## config.mk

```make
export PLATFORM = sky130hd
export DESIGN_NAME = dds_sweep_ctrl
export DESIGN_NICKNAME = d
export VERILOG_FILES = /design/src/rtl/dds_pkg.sv /design/src/rtl/dds_dwell_cnt.sv /design/src/rtl/dds_sweep_ctrl.sv
export VERILOG_INCLUDE_DIRS = /design/src /design/src/rtl
export SDC_FILE = /design/constraint.sdc
export NUM_CORES = 1
export LEC_CHECK = 0
export CORE_MARGIN = 2
export CORE_UTILIZATION = 26
export CTS_BUF_LIST = sky130_fd_sc_hd__clkbuf_16
export CTS_CLUSTER_SIZE = 20
export DETAILED_ROUTE_END_ITERATION = 12
export PLACE_DENSITY = 0.46
export SLEW_MARGIN = 5
export SYNTH_ARGS = -nofsm -noshare
export SYNTH_HDL_FRONTEND = slang
export SYNTH_HIERARCHICAL = 1
export SYNTH_SLANG_ARGS = --single-unit
```

## constraint.sdc

```tcl
create_clock -name clk -period 6.21 [get_ports clk]
set_input_delay 1.863 -clock clk [delete_from_list [all_inputs] [get_ports clk]]
set_output_delay 1.863 -clock clk [all_outputs]
set_load 0.01 [all_outputs]
```

## src/rtl/define.sv

```systemverilog
// Build-wide macros shared by the DDS datapath and its controllers.
`ifndef ADDR_WIDTH
`define ADDR_WIDTH 12
`endif

```

## src/rtl/dds_pkg.sv

```systemverilog
// Shared types and defaults for the DDS frequency-sweep controller.
`ifndef ADDR_WIDTH
`include "define.sv"
`endif

package dds_pkg;

   localparam int FW_W_DEFAULT = 3;
   localparam int ADDR_W       = `ADDR_WIDTH;

   typedef enum logic [1:0] {
      ST_IDLE,
      ST_LOAD,
      ST_DWELL,
      ST_DONE
   } state_e;

   typedef enum logic [1:0] {
      MODE_SINGLE   = 2'd0,
      MODE_REPEAT   = 2'd1,
      MODE_PINGPONG = 2'd2
   } mode_e;

   // The unused encoding 3 behaves as a single sweep.
   function automatic mode_e decode_mode(input logic [1:0] m);
      case (m)
         2'd1:    return MODE_REPEAT;
         2'd2:    return MODE_PINGPONG;
         default: return MODE_SINGLE;
      endcase
   endfunction

endpackage

```

## src/rtl/dds_dwell_cnt.sv

```systemverilog
// Dwell down-counter: loads a hold count, counts down to zero and flags zero.
module dds_dwell_cnt #(
   parameter int DWELL_W = 16
) (
   input  logic               clk,
   input  logic               rst_n,
   input  logic               load,
   input  logic [DWELL_W-1:0] load_val,
   input  logic               dec,
   output logic               zero
);

   logic [DWELL_W-1:0] count;

   always_ff @(posedge clk or negedge rst_n) begin
      if (!rst_n)
         count <= '0;
      else if (load)
         count <= load_val;
      else if (dec && !zero)
         count <= count - DWELL_W'(1);
   end

   assign zero = (count == '0);

endmodule

```

## src/rtl/dds_sweep_ctrl.sv

```systemverilog
// Frequency-sweep controller driving a DDS frequency word, plus a phase-word
// register that can be reloaded at any time.
module dds_sweep_ctrl
   import dds_pkg::*;
#(
   parameter int DWELL_W = 16,
   parameter int FW_W    = FW_W_DEFAULT
) (
   input  logic               clk,
   input  logic               rst_n,
   input  logic               start,
   input  logic               stop,
   input  logic [1:0]         mode,
   input  logic [FW_W-1:0]    f_start,
   input  logic [FW_W-1:0]    f_stop,
   input  logic [DWELL_W-1:0] dwell,
   input  logic               p_load,
   input  logic [ADDR_W-1:0]  p_offset,
   output logic [FW_W-1:0]    fword,
   output logic [ADDR_W-1:0]  pword,
   output logic               busy,
   output logic               done,
   output logic               step_tick,
   output logic               wrap_tick
);

   state_e             state, state_n;
   logic [FW_W-1:0]    fword_n;
   logic [FW_W-1:0]    sh_first, sh_first_n;
   logic [FW_W-1:0]    sh_last, sh_last_n;
   logic [DWELL_W-1:0] sh_dwell;
   mode_e              sh_mode;
   logic               dir_up, dir_up_n;
   logic               capture;
   logic               cnt_load, cnt_dec, cnt_zero;
   logic [DWELL_W-1:0] cnt_val;
   logic               step_n, wrap_n;

   dds_dwell_cnt #(.DWELL_W(DWELL_W)) u_dwell_cnt (
      .clk      (clk),
      .rst_n    (rst_n),
      .load     (cnt_load),
      .load_val (cnt_val),
      .dec      (cnt_dec),
      .zero     (cnt_zero)
   );

   always_comb begin
      // NOTE: every signal driven here gets a default first, so no path can infer a latch.
      state_n    = state;
      fword_n    = fword;
      sh_first_n = sh_first;
      sh_last_n  = sh_last;
      dir_up_n   = dir_up;
      capture    = 1'b0;
      cnt_load   = 1'b0;
      cnt_val    = sh_dwell;
      cnt_dec    = 1'b0;
      step_n     = 1'b0;
      wrap_n     = 1'b0;

      if (stop) begin
         state_n = ST_IDLE;   // abort wins: everything else holds, no done pulse
      end else begin
         unique case (state)
            ST_IDLE: if (start) state_n = ST_LOAD;
            ST_LOAD: begin
               capture    = 1'b1;
               fword_n    = f_start;
               sh_first_n = f_start;
               sh_last_n  = f_stop;
               dir_up_n   = (f_stop >= f_start);
               cnt_load   = 1'b1;
               cnt_val    = dwell;
               state_n    = ST_DWELL;
            end
            ST_DWELL: begin
               if (!cnt_zero) begin
                  cnt_dec = 1'b1;
               end else if (fword != sh_last) begin
                  fword_n  = dir_up ? fword + FW_W'(1) : fword - FW_W'(1);
                  cnt_load = 1'b1;
                  step_n   = 1'b1;
               end else begin
                  case (sh_mode)
                     MODE_REPEAT: begin
                        fword_n  = sh_first;
                        cnt_load = 1'b1;
                        wrap_n   = 1'b1;
                     end
                     MODE_PINGPONG: begin
                        // Turn around at the endpoint without re-emitting it.
                        sh_first_n = sh_last;
                        sh_last_n  = sh_first;
                        dir_up_n   = !dir_up;
                        if (sh_first != sh_last)
                           fword_n = dir_up ? fword - FW_W'(1) : fword + FW_W'(1);
                        cnt_load = 1'b1;
                        wrap_n   = 1'b1;
                     end
                     default: state_n = ST_DONE;
                  endcase
               end
            end
            ST_DONE: state_n = ST_IDLE;
            default: state_n = ST_IDLE;
         endcase
      end
   end

   always_ff @(posedge clk or negedge rst_n) begin
      // NOTE: state is updated with non-blocking assignments so every flop samples pre-edge values.
      if (!rst_n) begin
         state     <= ST_IDLE;
         fword     <= '0;
         sh_first  <= '0;
         sh_last   <= '0;
         sh_dwell  <= '0;
         sh_mode   <= MODE_SINGLE;
         dir_up    <= 1'b1;
         step_tick <= 1'b0;
         wrap_tick <= 1'b0;
      end else begin
         state     <= state_n;
         fword     <= fword_n;
         sh_first  <= sh_first_n;
         sh_last   <= sh_last_n;
         dir_up    <= dir_up_n;
         step_tick <= step_n;
         wrap_tick <= wrap_n;
         if (capture) begin
            sh_dwell <= dwell;
            sh_mode  <= decode_mode(mode);
         end
      end
   end

   always_ff @(posedge clk or negedge rst_n) begin
      if (!rst_n)
         pword <= '0;
      else if (p_load)
         pword <= p_offset;
   end

   assign busy = (state == ST_LOAD) || (state == ST_DWELL);
   assign done = (state == ST_DONE);

endmodule

```

# ---- Yosys cells after proc, flatten, opt, wreduce, memory -nomap -nowiden
# Cells that the tools add are included.
dict set report word_totals {
  elab_cells 94
  ram_bits 0
  latchBits 0
  mem_bits_ro 0
  input_bits 41
  n_memories 0
  out_inout_bits 19
  reg_bits 60
}
dict set report op_classes {
  n_lt_le_gt_ge 1
  bitwise_logic 1
  div_mod_pow 0
  multipliers 0
  n_reduce_logical 12
  n_eq_ne 18
  shifts 0
  muxes 48
  add_sub_neg 3
}
# op count
set ops {}
lappend ops {{$mux 16} 4}
lappend ops {{$mux 3} 11}
lappend ops {{$pmux 3 s2} 4}
lappend ops {{$mux 1} 20}
lappend ops {{$logic_not 16->1} 1}
lappend ops {{$sub 16x1->16 const B} 1}
lappend ops {{$ne 3x3->1 const B} 4}
lappend ops {{$mux 2} 5}
lappend ops {{$reduce_and 5->1} 2}
lappend ops {{$eq 2x2->1 const B} 4}
lappend ops {{$pmux 2 s4} 1}
lappend ops {{$eq 2x1->1 const B} 3}
lappend ops {{$ne 3x3->1} 2}
lappend ops {{$ne 2x2->1 const B} 2}
lappend ops {{$ne 4x2->1 const B} 1}
lappend ops {{$ne 4x4->1 const B} 1}
lappend ops {{$pmux 1 s2} 2}
lappend ops {{$pmux 2 s2} 1}
lappend ops {{$reduce_and 4->1} 1}
lappend ops {{$reduce_bool 2->1} 2}
lappend ops {{$add 3x1->3 const B} 1}
lappend ops {{$ge 3x3->1} 1}
lappend ops {{$sub 3x1->3 const B} 1}
lappend ops {{$logic_not 1->1} 2}
lappend ops {{6 further kinds} 6}

# ---- Longest topological paths before layout
dict set report logic_depth {
  word_depth 8
  depth_mapped 11
  ltp_nobuf 10
}

# ---- Modules after synthesis
# The synthesis kept the hierarchy.
# mod area_each_um2 seq_area_each_um2 instances cells_each
set modules_own_cells {}
lappend modules_own_cells {dds_sweep_ctrl 2439.8 1102.3 1 209}
lappend modules_own_cells {dds_dwell_cnt 1046.0 400.4 1 124}

# ---- Worst setup path before layout
# No wires, ideal clock.
dict set report synth_timing {
  path_type {input-to-reg}
  start {in stop}
  end {reg u_dwell_cnt.count[11]}
  arrival_time_ps 3319
  path_buffers 0
  setup_ps 82
  path_slack_ps 2809
  t_required_ps 6128
  path_stages 5
  cell_sequence {nor3b_1 > nor4b_1 > nand2_1 > or4_1 > a31oi_1}
}
dict set report synth_via {
  elab_chain_len 3
  elab_cells_between_ends 6
  classes_between {mux: 4; reduce/logical: 2}
}
# item line
set synth_lines {}
lappend synth_lines {{start: declaration} dds_sweep_ctrl.sv:12} ;# input logic stop,
lappend synth_lines {{$mux 1} dds_sweep_ctrl.sv:62} ;# if (stop) begin
lappend synth_lines {{$logic_and 1x1->1} dds_dwell_cnt.sv:20} ;# else if (dec && !zero)
lappend synth_lines {{$reduce_bool 2->1 (no source line)} -}
lappend synth_lines {{end signal: assignment} dds_dwell_cnt.sv:19} ;# count <= load_val;
lappend synth_lines {{end signal: assignment} dds_dwell_cnt.sv:21} ;# count <= count - DWELL_W'(1);
lappend synth_lines {{end: declaration} dds_dwell_cnt.sv:13} ;# logic [DWELL_W-1:0] count;
# Several ways; a longest one is shown, not always the timed one.
# A chain may end at the register's enable or synchronous reset.

# ---- Worst setup path after layout
dict set report layout_timing {
  start {in stop}
  end {reg u_dwell_cnt.count[11]}
}
dict set report layout_via {
  elab_chain_len 3
  elab_cells_between_ends 6
  classes_between {mux: 4; reduce/logical: 2}
}
# item line
set layout_lines {}
lappend layout_lines {{$mux 1} dds_sweep_ctrl.sv:62}
lappend layout_lines {{via cnt_dec} dds_sweep_ctrl.sv:35} ;# logic cnt_load, cnt_dec, cnt_zero;
lappend layout_lines {{$logic_and 1x1->1} dds_dwell_cnt.sv:20}
lappend layout_lines {{$reduce_bool 2->1 (no source line)} -}
# The timed path passes the listed nets, and every way through them passes these cells.

==> flow_metrics.py <==
metrics = {
    "finish": {
        "syn_to_final_growth_pct": 29.8,
        "stdcell_area_um2": 4520,
        "fillerInstances": 1335,
        "drive_above_1_share": 0.217,
        "n_antenna_cell": 0,
        "stdcell_count": 573,
        "multiInputGateArea_um2": 1820,
        "final_nets": 444,
        "regArea_um2": 1500,
    },
    "yosys": {
        "synth_area_leaders": "dfrtp_1 42%, mux2_2 15%, ha_1 3.9%",
        "syn_inst": 333,
        "yosys.area.top_type": "dfrtp_1",
        "synth_xor_area_frac": 0.0251,
        "synth_top_area_share": 0.424,
        "synth_area_um2": 3490,
        "ys_warn_count": 6,
        "synth_compound_area_frac": 0.122,
        "synth_fa_ha_area_frac": 0.0395,
        "synth_edf_count": 0,
        "ys.flop_type": "dfrtp_1",
        "ys_ff_latch": 60,
        "seq_area_frac_synth": 0.431,
        "yosysUniqueCellTypes": 58,
        "yosys.area_share.simple": 0.155,
        "post-synth-top-count-cell": "dfrtp_1",
        "synth_top_family_by_area": "multiplexers",
        "synth_area_per_cell_um2": 10.5,
        "async_flop_share": 1.00,
        "synth_mux_area_frac": 0.180,
        "syn-num-nets": 385,
        "synth_top_cells_by_count": "59 x dfrtp_1, 45 x mux2_2, 31 x nor2_1, 22 x nand2_1, 18 x inv_1",
    },
    "routing": {
        "viasPerCell": 4.67,
        "drc": 0,
        "wl_per_cell_um": 13.6,
        "drt_iter0_markers": 196,
        "dr.pass1.iters": 4,
        "route.vias.total": 2676,
        "drt-total-wl_mm": 7.77,
        "drtAntennaViolNets": 0,
    },
    "floorplanning": {
        "die_width_um": 120,
        "ioPinCount": 60,
        "die_y_um": 120,
        "coreArea_um2": 13200,
        "initial_core_util": 0.264,
        "rows": 42,
        "dieArea_um2": 14300,
    },
    "pwr": {
        "total_power_mw": 2.03,
        "p_leak_nw": 1.79,
        "p_per_area_nw_per_um2": 448,
        "vdd_drop_max_v": 0.000135,
    },
    "clock_network": {
        "cts_buffer_depth": 2,
        "cts_hold_buf": 0,
        "cts_tree": "built",
        "post-cts-setup-buffers": 0,
        "postCtsResizedCells": 0,
        "path_clk_slew_ps": 60,
        "ctsHtreeMaxLevel": 3,
        "clk_latency_ps": 330,
        "cts_buffers": 9,
        "cts_sinks": 60,
        "cts.root.buffer_cell": "clkbuf_16",
    },
    "grt": {
        "grt_pass1_vias": 2644,
        "antenna_found_initial": 0,
        "grt_pass1_wl_mm": 13.1,
        "grtUsageTotal": 0.116,
        "gr-total-overflow": 0,
        "grt_max_degree": 61,
    },
    "placed_design": {
        "numPortBuffers": 59,
        "dp_cells": 557,
        "dpl.hpwl_mm": 5.52,
        "gp_congestion": 0.784,
        "place_area_um2": 4230,
    },
    "sta": {
        "fin_worst_skew_ps": 5.06,
        "fmax_ghz": 0.256,
        "tns_ps": 0,
        "final.min_clock_period_ps": 3900,
        "setup_viol": 0,
        "rsz0062_at_grt": "false",
        "drv_slew": 0,
        "finalHoldViolations": 0,
        "worst_slew_pin_slew_ps": 795,
        "max_slew_margin": 0.470,
        "period_share": 0.628,
    },
    "min_path": {
        "hp-class": "register to register",
        "worstHoldStart": "sh_dwell[13]$_DFFE_PN0P_",
    },
    "setup_path": {
        "crit_path_end_kind": "register",
        "cp.arrival_ps": 4160,
        "critPathLaunchType": "input pin",
        "crit_fanout": 8,
        "r2r-start": "u_dwell_cnt/count[0]$_DFFE_PN0P_",
        "required_ps": 6460,
        "startpoint": "stop",
        "crit_type": "input pin to register",
    },
    "status": {
        "outcome": "completed",
    },
    "run": {
        "drv_cap": 0,
    },
}
-- registers in the layout, indices dropped and copies added (netlist names) --
signal,count
step_tick,1
sh_first,3
wrap_tick,1
sh_last,3
pword,12
state,2
u_dwell_cnt/count,16
sh_mode,2
dir_up,1
sh_dwell,16
fword,3
-- cells in the final DEF, fill, tap and decap left out, drive strengths merged, types with 3 or more instances in the layout --
cell | netlist | routed
xnor2 | 10 | 10
a31oi | 13 | 13
nor4 | 4 | 4
o21ai | 14 | 14
clkdlybuf4s50 | 0 | 58
or4 | 5 | 5
nand3b | 3 | 3
nor3 | 6 | 6
ha | 11 | 11
inv | 19 | 19
mux2 | 46 | 46
clkbuf | 5 | 9
clkinv | 0 | 3
nand4 | 4 | 4
nor2 | 31 | 31
dfrtp | 59 | 59
clkinvlp | 0 | 3
mux2i | 11 | 11
a21oi | 18 | 18
nor2b | 6 | 6
or4b | 3 | 3
nand2 | 23 | 23
buf | 10 | 5
-- path summary, 6_finish.rpt --
kind	to	slack, ps	cells after the start
max in group asynchronous	pword[8]$_DFFE_PN0P_	3990	2
max reg2reg	u_dwell_cnt/count[11]$_DFFE_PN0P_	3160	10
min in group asynchronous	sh_first[1]$_DFFE_PN0P_	1700	2
min reg2reg	sh_dwell[13]$_DFFE_PN0P_	500	1
min	sh_dwell[13]$_DFFE_PN0P_	500	1
max	u_dwell_cnt/count[11]$_DFFE_PN0P_	2310	6
-- cells by family (layout without fill, tap and decap cells) --
| kind of cell | Yosys count | count (layout) |
|---|---|---|
| xor+xnor | 10 | 10 |
| buf+inv | 34 | 98 |
| fa+ha+maj | 11 | 11 |
| compound gates | 62 | 62 |
| mux | 57 | 57 |
| flops | 60 | 60 |
| simple gates | 99 | 99 |
-- layer usage --
metal / global-route usage / wire length (um) / vias up
met1: 0.158 / 3840 / 1289
met4: 0.0500 / 154 / 0
met5: 0 / 0 / -
met2: 0.174 / 3480 / 56
li1: - / - / 1319
met3: 0.0304 / 301 / 12
-- stage by stage --
stage               utilization  hold slack [ps]  setup slack (ps)
floorplan                     -              477              2810
global route              0.343              523              1910
global placement          0.321              485              1970
finish                    0.343              502              2310
CTS                       0.343              508              2280
detailed placement        0.321              495              1940
-- report_power, final --
part / total [mW] / internal [mW] / switching [mW]
clock network: 0.495 / 0.308 / 0.187
registers: 0.709 / 0.550 / 0.159
logic: 0.822 / 0.418 / 0.404
total: 2.03 / 1.28 / 0.750
-- worst max-delay path, stage by stage --
cell and delay [ps]:
clkdlybuf4s50_1 510, nor3b_1 480, nor4b_1 380, nand2_1 240, or4_1 520, a31oi_1 170
-- final cells by class --
class                      count  area share
tap                          176      0.0487
sequential                    60       0.332
inverter                      19      0.0158
clock buffer                   9      0.0498
clock inverter                 7      0.0149
multi-input combinational    239       0.403
timing repair buffer          63       0.136
Note: power is estimated with default switching activity, not from simulation.
